`src/rtl/state_sequencer.sv`:
```
// -----------------------------------------------------------------------------
// state_sequencer
//   Multi-cycle instruction control sequencer. It accepts one opcode at a time
//   from fetch and steps through RegsWrite / MemtoRegs / MemWrite before a
//   single PCWrite cycle, then returns to IDLE. Memory states wait on memReady,
//   with a bounded wait that forces an exit.
//
// Parameters
//   MEM_TIMEOUT   maximum wait cycles in a memory state before forced exit
//                 (1..255)
//
// Ports
//   clk            in   sole clock, rising edge
//   reset          in   synchronous, active-high reset
//   opcode[6:0]    in   instruction opcode, sampled only on accept
//   instrValid     in   fetch presents a valid opcode
//   instrReady     out  sequencer is in IDLE and can accept an opcode
//   memReady       in   data memory completes the current access
//   state[2:0]     out  registered control state
//   pcWriteEnable  out  PC update strobe, high only during PCWrite
//   illegalInstr   out  one-cycle pulse, coincident with PCWrite, for an
//                       unsupported opcode
//   memTimeout     out  one-cycle pulse, coincident with PCWrite, when the
//                       memory wait expired
//   retiredCount   out  number of completed PCWrite cycles (wraps)
// -----------------------------------------------------------------------------
module state_sequencer #(
  parameter int unsigned MEM_TIMEOUT = 15
) (
  input  logic        clk,
  input  logic        reset,
  input  logic [6:0]  opcode,
  input  logic        instrValid,
  output logic        instrReady,
  input  logic        memReady,
  output logic [2:0]  state,
  output logic        pcWriteEnable,
  output logic        illegalInstr,
  output logic        memTimeout,
  output logic [15:0] retiredCount
);

  localparam logic [2:0] IDLE      = 3'd0;
  localparam logic [2:0] REGSWRITE = 3'd1;
  localparam logic [2:0] MEMTOREGS = 3'd2;
  localparam logic [2:0] MEMWRITE  = 3'd3;
  localparam logic [2:0] PCWRITE   = 3'd4;

  localparam logic [7:0] TIMEOUT_LIMIT = 8'(MEM_TIMEOUT);

  logic [2:0]  state_q;
  logic [2:0]  state_d;
  logic [7:0]  wait_cnt;
  logic        illegal_d;
  logic        timeout_d;
  logic        accept;
  logic        in_mem;
  logic [15:0] retired_count;

  // Target state for an accepted opcode. Branches and unsupported opcodes
  // both go straight to PCWrite.
  function automatic logic [2:0] decode_opcode(input logic [6:0] op);
    logic [2:0] nxt;
    case (op)
      7'b0000011: nxt = MEMTOREGS;
      7'b0100011: nxt = MEMWRITE;
      7'b0110011,
      7'b0010011,
      7'b0110111,
      7'b0010111,
      7'b1101111,
      7'b1100111: nxt = REGSWRITE;
      default:    nxt = PCWRITE;
    endcase
    return nxt;
  endfunction

  // An opcode that decodes to PCWrite but is not a branch is unsupported.
  function automatic logic is_illegal(input logic [6:0] op);
    return (decode_opcode(op) == PCWRITE) && (op != 7'b1100011);
  endfunction

  assign instrReady    = (state_q == IDLE);
  assign accept        = instrValid && instrReady;
  assign in_mem        = (state_q == MEMTOREGS) || (state_q == MEMWRITE);
  assign state         = state_q;
  assign pcWriteEnable = (state_q == PCWRITE);
  assign retiredCount  = retired_count;

  always_comb begin
    state_d   = state_q;
    illegal_d = 1'b0;
    timeout_d = 1'b0;
    case (state_q)
      IDLE: begin
        if (accept) begin
          state_d   = decode_opcode(opcode);
          illegal_d = is_illegal(opcode);
        end
      end
      REGSWRITE: state_d = PCWRITE;
      MEMTOREGS, MEMWRITE: begin
        // A completing access takes priority over an expiring wait, so a
        // same-cycle memReady never raises memTimeout.
        if (memReady) begin
          state_d = PCWRITE;
        end else if (wait_cnt >= TIMEOUT_LIMIT) begin
          state_d   = PCWRITE;
          timeout_d = 1'b1;
        end
      end
      PCWRITE: state_d = IDLE;
      default: state_d = IDLE;
    endcase
  end

  always_ff @(posedge clk) begin
    if (reset) begin
      state_q       <= IDLE;
      wait_cnt      <= 8'd0;
      illegalInstr  <= 1'b0;
      memTimeout    <= 1'b0;
      retired_count <= 16'd0;
    end else begin
      state_q      <= state_d;
      illegalInstr <= illegal_d;
      memTimeout   <= timeout_d;
      // The counter only runs while a memory state is held, so every entry
      // into a memory state starts from zero.
      if (in_mem && (state_d == state_q)) begin
        wait_cnt <= wait_cnt + 8'd1;
      end else begin
        wait_cnt <= 8'd0;
      end
      if (state_q == PCWRITE) begin
        retired_count <= retired_count + 16'd1;
      end
    end
  end

endmodule

```
`config.mk`:
```
export PLATFORM = sky130hd
export DESIGN_NAME = state_sequencer
export DESIGN_NICKNAME = d
export VERILOG_FILES = /design/src/rtl/state_sequencer.sv
export SDC_FILE = /design/constraint.sdc
export NUM_CORES = 1
export LEC_CHECK = 0
export ABC_CLOCK_PERIOD_IN_PS = 4800
export CAP_MARGIN = 5
export CORE_AREA = 2 2 54 56
export CTS_CLUSTER_SIZE = 16
export DETAILED_ROUTE_END_ITERATION = 8
export DIE_AREA = 0 0 56 58
export PLACE_DENSITY = 0.83
export SYNTH_ARGS = -nofsm -noshare
export SYNTH_HDL_FRONTEND = slang
export SYNTH_SLANG_ARGS = --single-unit
```
`constraint.sdc`:
```
create_clock -name clk -period 4.8 [get_ports clk]
set_clock_uncertainty 0.2 [all_clocks]
set_input_delay 0.48 -clock clk [delete_from_list [all_inputs] [get_ports clk]]
set_output_delay 0.48 -clock clk [all_outputs]
set_load 0.02 [all_outputs]
```
==> results_dict.tcl, run 1 <==
set metrics [dict create \
    syn2layout_area_growth_pct 32.08 \
    grt.total_usage_pct 17.57 \
    vdd_drop_max_uv 213.0 \
    drv_cap 0 \
    avgSynthCellArea_um2 9.130 \
    viasPerCell 5.380 \
    final.setup.worst_slack_ns 2.330 \
    gp_congestion 0.7647 \
    hold_violations 0 \
    dp_hpwl_mm 1.944 \
    first_global_vias 1076 \
    drt-met1-wl_mm 1.099 \
    synth_seq_area_share_pct 46.08 \
    die_h_um 58 \
    die-area_um2 3248 \
    core_um2 2663 \
    relSlewSlack_pct 49.65 \
    cts-root-buf "clkbuf_4" \
    gr-total-overflow 0 \
    layout.cells.non_filler 208 \
    post_dp_cell_area_um2 1613 \
    startpoint_type "register" \
    grt_first_pass_wirelength_mm 4.374 \
    dieWidth_um 56 \
    fin_crit_sh_pct 51.46 \
    cp_data_required_time_ns 4.12 \
    initial_core_util_pct 47.32 \
    placed_cells 200 \
    clock_path_buffers 2 \
    yosysWarnings 0 \
    synth_ff_type "dfxtp_1" \
    postCtsSetupBuffers 0 \
    portBuffers 33 \
    drt_iter0_drc 15 \
    ys_seq_elements 29 \
    wl_met2_mm 1.400 \
    drive_above_1_share_pct 11.30 \
    power.density_nw_per_um2 253.3 \
    final_cell_area_um2 1664 \
    netlist-cell-type-count 42 \
    place_ws_ns 2.289 \
    end_kind "output pin" \
    tightestPinTransition_ns 0.7529 \
    finalSetupTns_ns 0 \
    cts_tree "built" \
    post-synth-top-area-cell "dfxtp_1" \
    cts_buffers 5 \
    vias 1119 \
    drt-wirelength-per-cell_um 12.80 \
    cts_resized 0 \
    insertion_delay_ns 0.34 \
    placementRows 19 \
    period_needed_ns 2.470 \
    synth-async-reset-ratio_pct 0 \
    path_clk_slew_ns 0.09 \
    final_common_cell "clkdlybuf4s50_1" \
    path_class "register to output pin" \
    route.top_layer_used "met4" \
    antenna_found_initial 0 \
    dr_wl_met3_um 137 \
    status "completed" \
    hold_class "register to register" \
    synth_edf_count 0 \
    ios 34 \
    hold_buffers 0 \
    synth_area_um2 1260 \
    clkSinkCount 29 \
    setup_viol_count_final 0 \
    power_leakage_nw 0.5967 \
    synthCells 138 \
    ant_nets 0 \
    drt_wl_total_mm 2.663 \
    hold-path-cell-count 2 \
    cp.arrival_ns 1.79 \
    reg2reg_depth 4 \
    slew_violations 0 \
    worstPathMaxFanout 12 \
    h-tree-depth 2 \
    synth_top_area_share_pct 46.08 \
    finalNetCount 189 \
    drt-pass1-iter-count 5 \
    route.detailed.drc 0 \
    fmax_ghz 0.4049 \
    final_cell_mix "33 x clkdlybuf4s50_1, 29 x dfxtp_1, 12 x nor2_1, 9 x a21oi_1" \
    antenna_cells 0 \
    rsz0062_at_grt "no" \
    grt_max_degree 23 \
    netlist_top_cells_area "dfxtp_1 46%, xor2_1 4.2%, a21oi_1 3.6%, nor2_1 3.6%, nand3_1 3.2%" \
]
## sequential cells by signal, indices dropped and copies added, names as in the netlist
| name | flops |
|---|---|
| wait_cnt | 8 |
| memTimeout | 1 |
| state | 3 |
| illegalInstr | 1 |
| retiredCount | 16 |
## cells in the mapped netlist, types with 2 or more instances
cell,instances
dfxtp_1,29
and3_1,2
nand3_1,8
xor2_1,6
nand2_1,5
or3_1,5
or2_2,2
nand4_1,2
o21ai_0,8
and3_2,3
a21oi_1,9
ha_1,2
nor2b_1,2
xnor2_1,4
inv_1,6
nor3_1,6
nor2_1,12
clkbuf_1,3
## worst paths after layout
path	startpoint	endpoint	slack, ns
worst min register to register	retiredCount[1]	retiredCount[1]	0.31
worst max register to register	state[2]	retiredCount[15]	2.41
worst max-delay path	state[1]	pcWriteEnable	2.33
worst min-delay path	retiredCount[1]	retiredCount[1]	0.31
## per-stage QoR
| stage | hold slack (ns) | power [mW] | util [%] |
|---|---|---|---|
| 5_1_grt | 0.3424 | 0.4397 | 62.50 |
| 3_5_place_dp | 0.2906 | 0.2885 | 60.57 |
| 4_1_cts | 0.3089 | 0.4253 | 62.50 |
| 2_1_floorplan | 0.3314 | 0.2691 | - |
| 6_report | 0.3073 | 0.4216 | 62.50 |
| 3_3_place_gp | 0.2770 | 0.2876 | 60.57 |
## cell type report
cell class / instances / area (um2)
tap: 31 / 38.79
sequential: 29 / 580.6
multi-input combinational: 101 / 640.6
clock inverter: 2 / 10.01
clock buffer: 6 / 41.29
fill: 257 / 998.5
timing repair buffer: 33 / 330.3
inverter: 6 / 22.52
## kinds of logic after synthesis
logic type / share of synthesized area (%)
other: 0.2976
AOI/OAI and AO/OA: 10.92
buffers and inverters: 3.972
xor gates and xnor gates: 6.951
DFF: 46.08
muxes: 0.8937
and+or+nand+nor: 28.90
adders and majority gates: 1.986
## critical path, cell delays in order, from the launching register on
cell and delay, ns:
dfxtp_1 0.42, nor2_1 0.23, nand2_1 0.13, inv_1 0.09, clkdlybuf4s50_1 0.59
## layer usage
metal	up-vias	GRT usage, %
met4	0	7.143
met3	4	7.589
met5	-	0
met2	33	31.76
met1	521	17.86
li1	561	-
## where the power goes
part	switching (mW)	total [mW]	internal [mW]
Clock	0.0832	0.139	0.0556
Combinational	0.0165	0.0343	0.0178
Sequential	0.00390	0.248	0.245
(Power assumes the default switching activity.)
==> inputs of run 2 (changes only) <==
==> config.mk (replaced) <==
export PLATFORM = sky130hd
export DESIGN_NAME = state_sequencer
export DESIGN_NICKNAME = d
export VERILOG_FILES = /design/src/rtl/state_sequencer.sv
export SDC_FILE = /design/constraint.sdc
export NUM_CORES = 1
export LEC_CHECK = 0
export ABC_CLOCK_PERIOD_IN_PS = 2400
export CAP_MARGIN = 5
export CORE_AREA = 2 2 55 57
export CTS_CLUSTER_SIZE = 16
export DETAILED_ROUTE_END_ITERATION = 8
export DIE_AREA = 0 0 57 59
export PLACE_DENSITY = 0.8
export SYNTH_ARGS = -nofsm -noshare
export SYNTH_HDL_FRONTEND = slang
export SYNTH_SLANG_ARGS = --single-unit
==> constraint.sdc (replaced) <==
create_clock -name clk -period 2.4 [get_ports clk]
set_clock_uncertainty 0.2 [all_clocks]
set_input_delay 0.24 -clock clk [delete_from_list [all_inputs] [get_ports clk]]
set_output_delay 0.24 -clock clk [all_outputs]
set_load 0.02 [all_outputs]
==> run 2 against run 1 <==
First-iteration DRC count increased by 110%. Clock-buffer cell count is 1 higher. Die area rose by 3.5%. Final cell count rose by 1.9%. Critical path depth increased by 1. Worst hold slack improved by 0.0042 ns. Sequential share of layout area is 0.89 points lower. Sequential power grew 99%. Critical path type is now register to register. Critical endpoint is now retiredCount[12]. Largest cell class unchanged.
==> results_dict.tcl, run 2 (synthesis gave the netlist of run 1 again) <==
set metrics [dict create \
    setup_viol_count_final 0 \
    dp_hpwl_mm 2.091 \
    timing.rr.start "retiredCount[1]" \
    drt-wirelength-per-cell_um 12.56 \
    multiInputGateArea_um2 640.6 \
    vias 1135 \
    use_met3_pct 4.585 \
    hold_buffers 0 \
    viasPerCell 5.354 \
    busiest_layer "met2" \
    rsz0062_at_grt "no" \
    insertion_delay_ns 0.32 \
    drv_cap 0 \
    hold_class "register to register" \
    clkSinkCount 29 \
    rr_endpoint "retiredCount[12]" \
    drt_iter0_drc 31 \
    cts_tree "built" \
    final_cell_mix "32 x clkdlybuf4s50_1, 29 x dfxtp_1, 12 x nor2_1, 9 x a21oi_1" \
    switchingPower_uw 188.6 \
    clock_path_buffers 2 \
    grtUsageMet1_pct 18.54 \
    grt.total_usage_pct 17.65 \
    vdd_drop_max_uv 476.8 \
    finalSetupTns_ns 0 \
    layout.cells.non_filler 212 \
    route.detailed.drc 0 \
    tightestPinTransition_ns 0.5236 \
    ios 34 \
    final_common_cell "clkdlybuf4s50_1" \
    end_kind "register" \
    path_class "register to register" \
    drive_above_1_share_pct 13.26 \
    switching_share_pct 22.06 \
    grt_max_degree 14 \
    cp_data_required_time_ns 2.45 \
    regArea_um2 580.6 \
    use_met2_pct 32.02 \
    portBuffers 33 \
    die_h_um 59 \
    h-tree-depth 2 \
    startpoint_type "register" \
    placementRows 19 \
    slew_violations 0 \
    relSlewSlack_pct 64.99 \
    power_leakage_nw 0.6379 \
    syn2layout_area_growth_pct 35.55 \
    first_global_vias 1082 \
    fmax_ghz 0.4377 \
    ant_nets 0 \
    drt_wl_total_mm 2.662 \
    cts_buffers 5 \
    path_clk_slew_ns 0.08 \
    die-area_um2 3363 \
    power.density_nw_per_um2 500.7 \
    largest_register_ffs 16 \
    antenna_found_initial 0 \
    dieWidth_um 57 \
    seqPwrFrac_pct 57.7 \
    hold_violations 0 \
    antenna_cells 0 \
    fin_crit_sh_pct 95.19 \
    p_comb_share_pct 9.0 \
    cp-startpoint "retiredCount[1]" \
    nFillCells 247 \
    power_frac_clock_pct 33.3 \
    gr-total-overflow 0 \
    worstPathMaxFanout 6 \
    drt-pass1-iter-count 4 \
    core_um2 2710 \
    worstHoldStart "retiredCount[12]" \
    cp.arrival_ns 2.33 \
    hold-path-cell-count 2 \
    cts-root-buf "clkbuf_4" \
    finalNetCount 194 \
    gp_congestion 0.8492 \
    hold_path_end "retiredCount[12]" \
    placed_cells 205 \
    p_int_uw 666.5 \
    status "completed" \
    initial_core_util_pct 46.49 \
    r2r_slack_ns 0.12 \
    period_needed_ns 2.285 \
    grt_first_pass_wirelength_mm 4.512 \
    reg2reg_depth 5 \
]
## run 2: changes by cell type in the layout (fill, tap and decap cells not counted), sizes merged
cell,before,now
buf,0,5
clkbuf,6,7
clkdlybuf4s50,33,32
clkinv,2,0
dlymetal6s2s,0,1
## run 2: worst max-delay path, stage by stage (launching register included)
cell,delay (ns)
dfxtp_1,0.39
ha_1,0.19
or3b_4,0.41
or4_4,0.51
or3_1,0.36
a21oi_1,0.15
## run 2: worst max-delay path by stage
stage / endpoint / slack (ns) / cells after the start
3_5_place_dp: wait_cnt[0] / 0.13 / 5
5_1_grt: retiredCount[12] / 0.003 / 5
3_3_place_gp: retiredCount[15] / 0.20 / 4
6_report: retiredCount[12] / 0.12 / 5
4_1_cts: pcWriteEnable / 0.09 / 5
2_1_floorplan: retiredCount[12] / 0.11 / 5
## run 2: metal layers
metal,vias up,routed length (um)
met5,-,0
met4,0,62
met3,7,129
met2,25,1357
met1,526,1112
li1,577,-
## run 2: repair_timing
item,4_1_cts,5_1_grt
resized for setup,0,1
buffers inserted,0,0
endpoints found under the setup margin,0,1
## run 2: area by class of cell
type                            count  area share [%]
Clock buffer                        7           3.223
Timing Repair Buffer               38           21.68
Sequential cell                    29           33.99
Tap cell                           31           2.271
Multi-Input combinational cell    101           37.51
Inverter                            6           1.319
## run 2: power by group through the flow
stage | clock, mW | sequential [mW] | combinational (mW)
2_1_floorplan | 0 | 0.510 | 0.0281
3_3_place_gp | 0 | 0.504 | 0.0760
3_5_place_dp | 0 | 0.505 | 0.0771
4_1_cts | 0.294 | 0.494 | 0.0774
5_1_grt | 0.318 | 0.495 | 0.0842
6_report | 0.285 | 0.494 | 0.0768
## run 2: metrics by stage
stage	worst slack (ns)	utilization [%]	cell area, um2	power [mW]	hold WS, ns
final	0.1154	63.02	1708	0.8551	0.3116
after global routing	0.002771	63.02	1708	0.8967	0.3376
after CTS	0.09153	62.93	1705	0.8652	0.3132
after detailed placement	0.1331	60.90	1650	0.5823	0.3006
after global placement	0.2014	60.90	1650	0.5805	0.2814
after floorplan	0.1071	-	1271	0.5382	0.1205
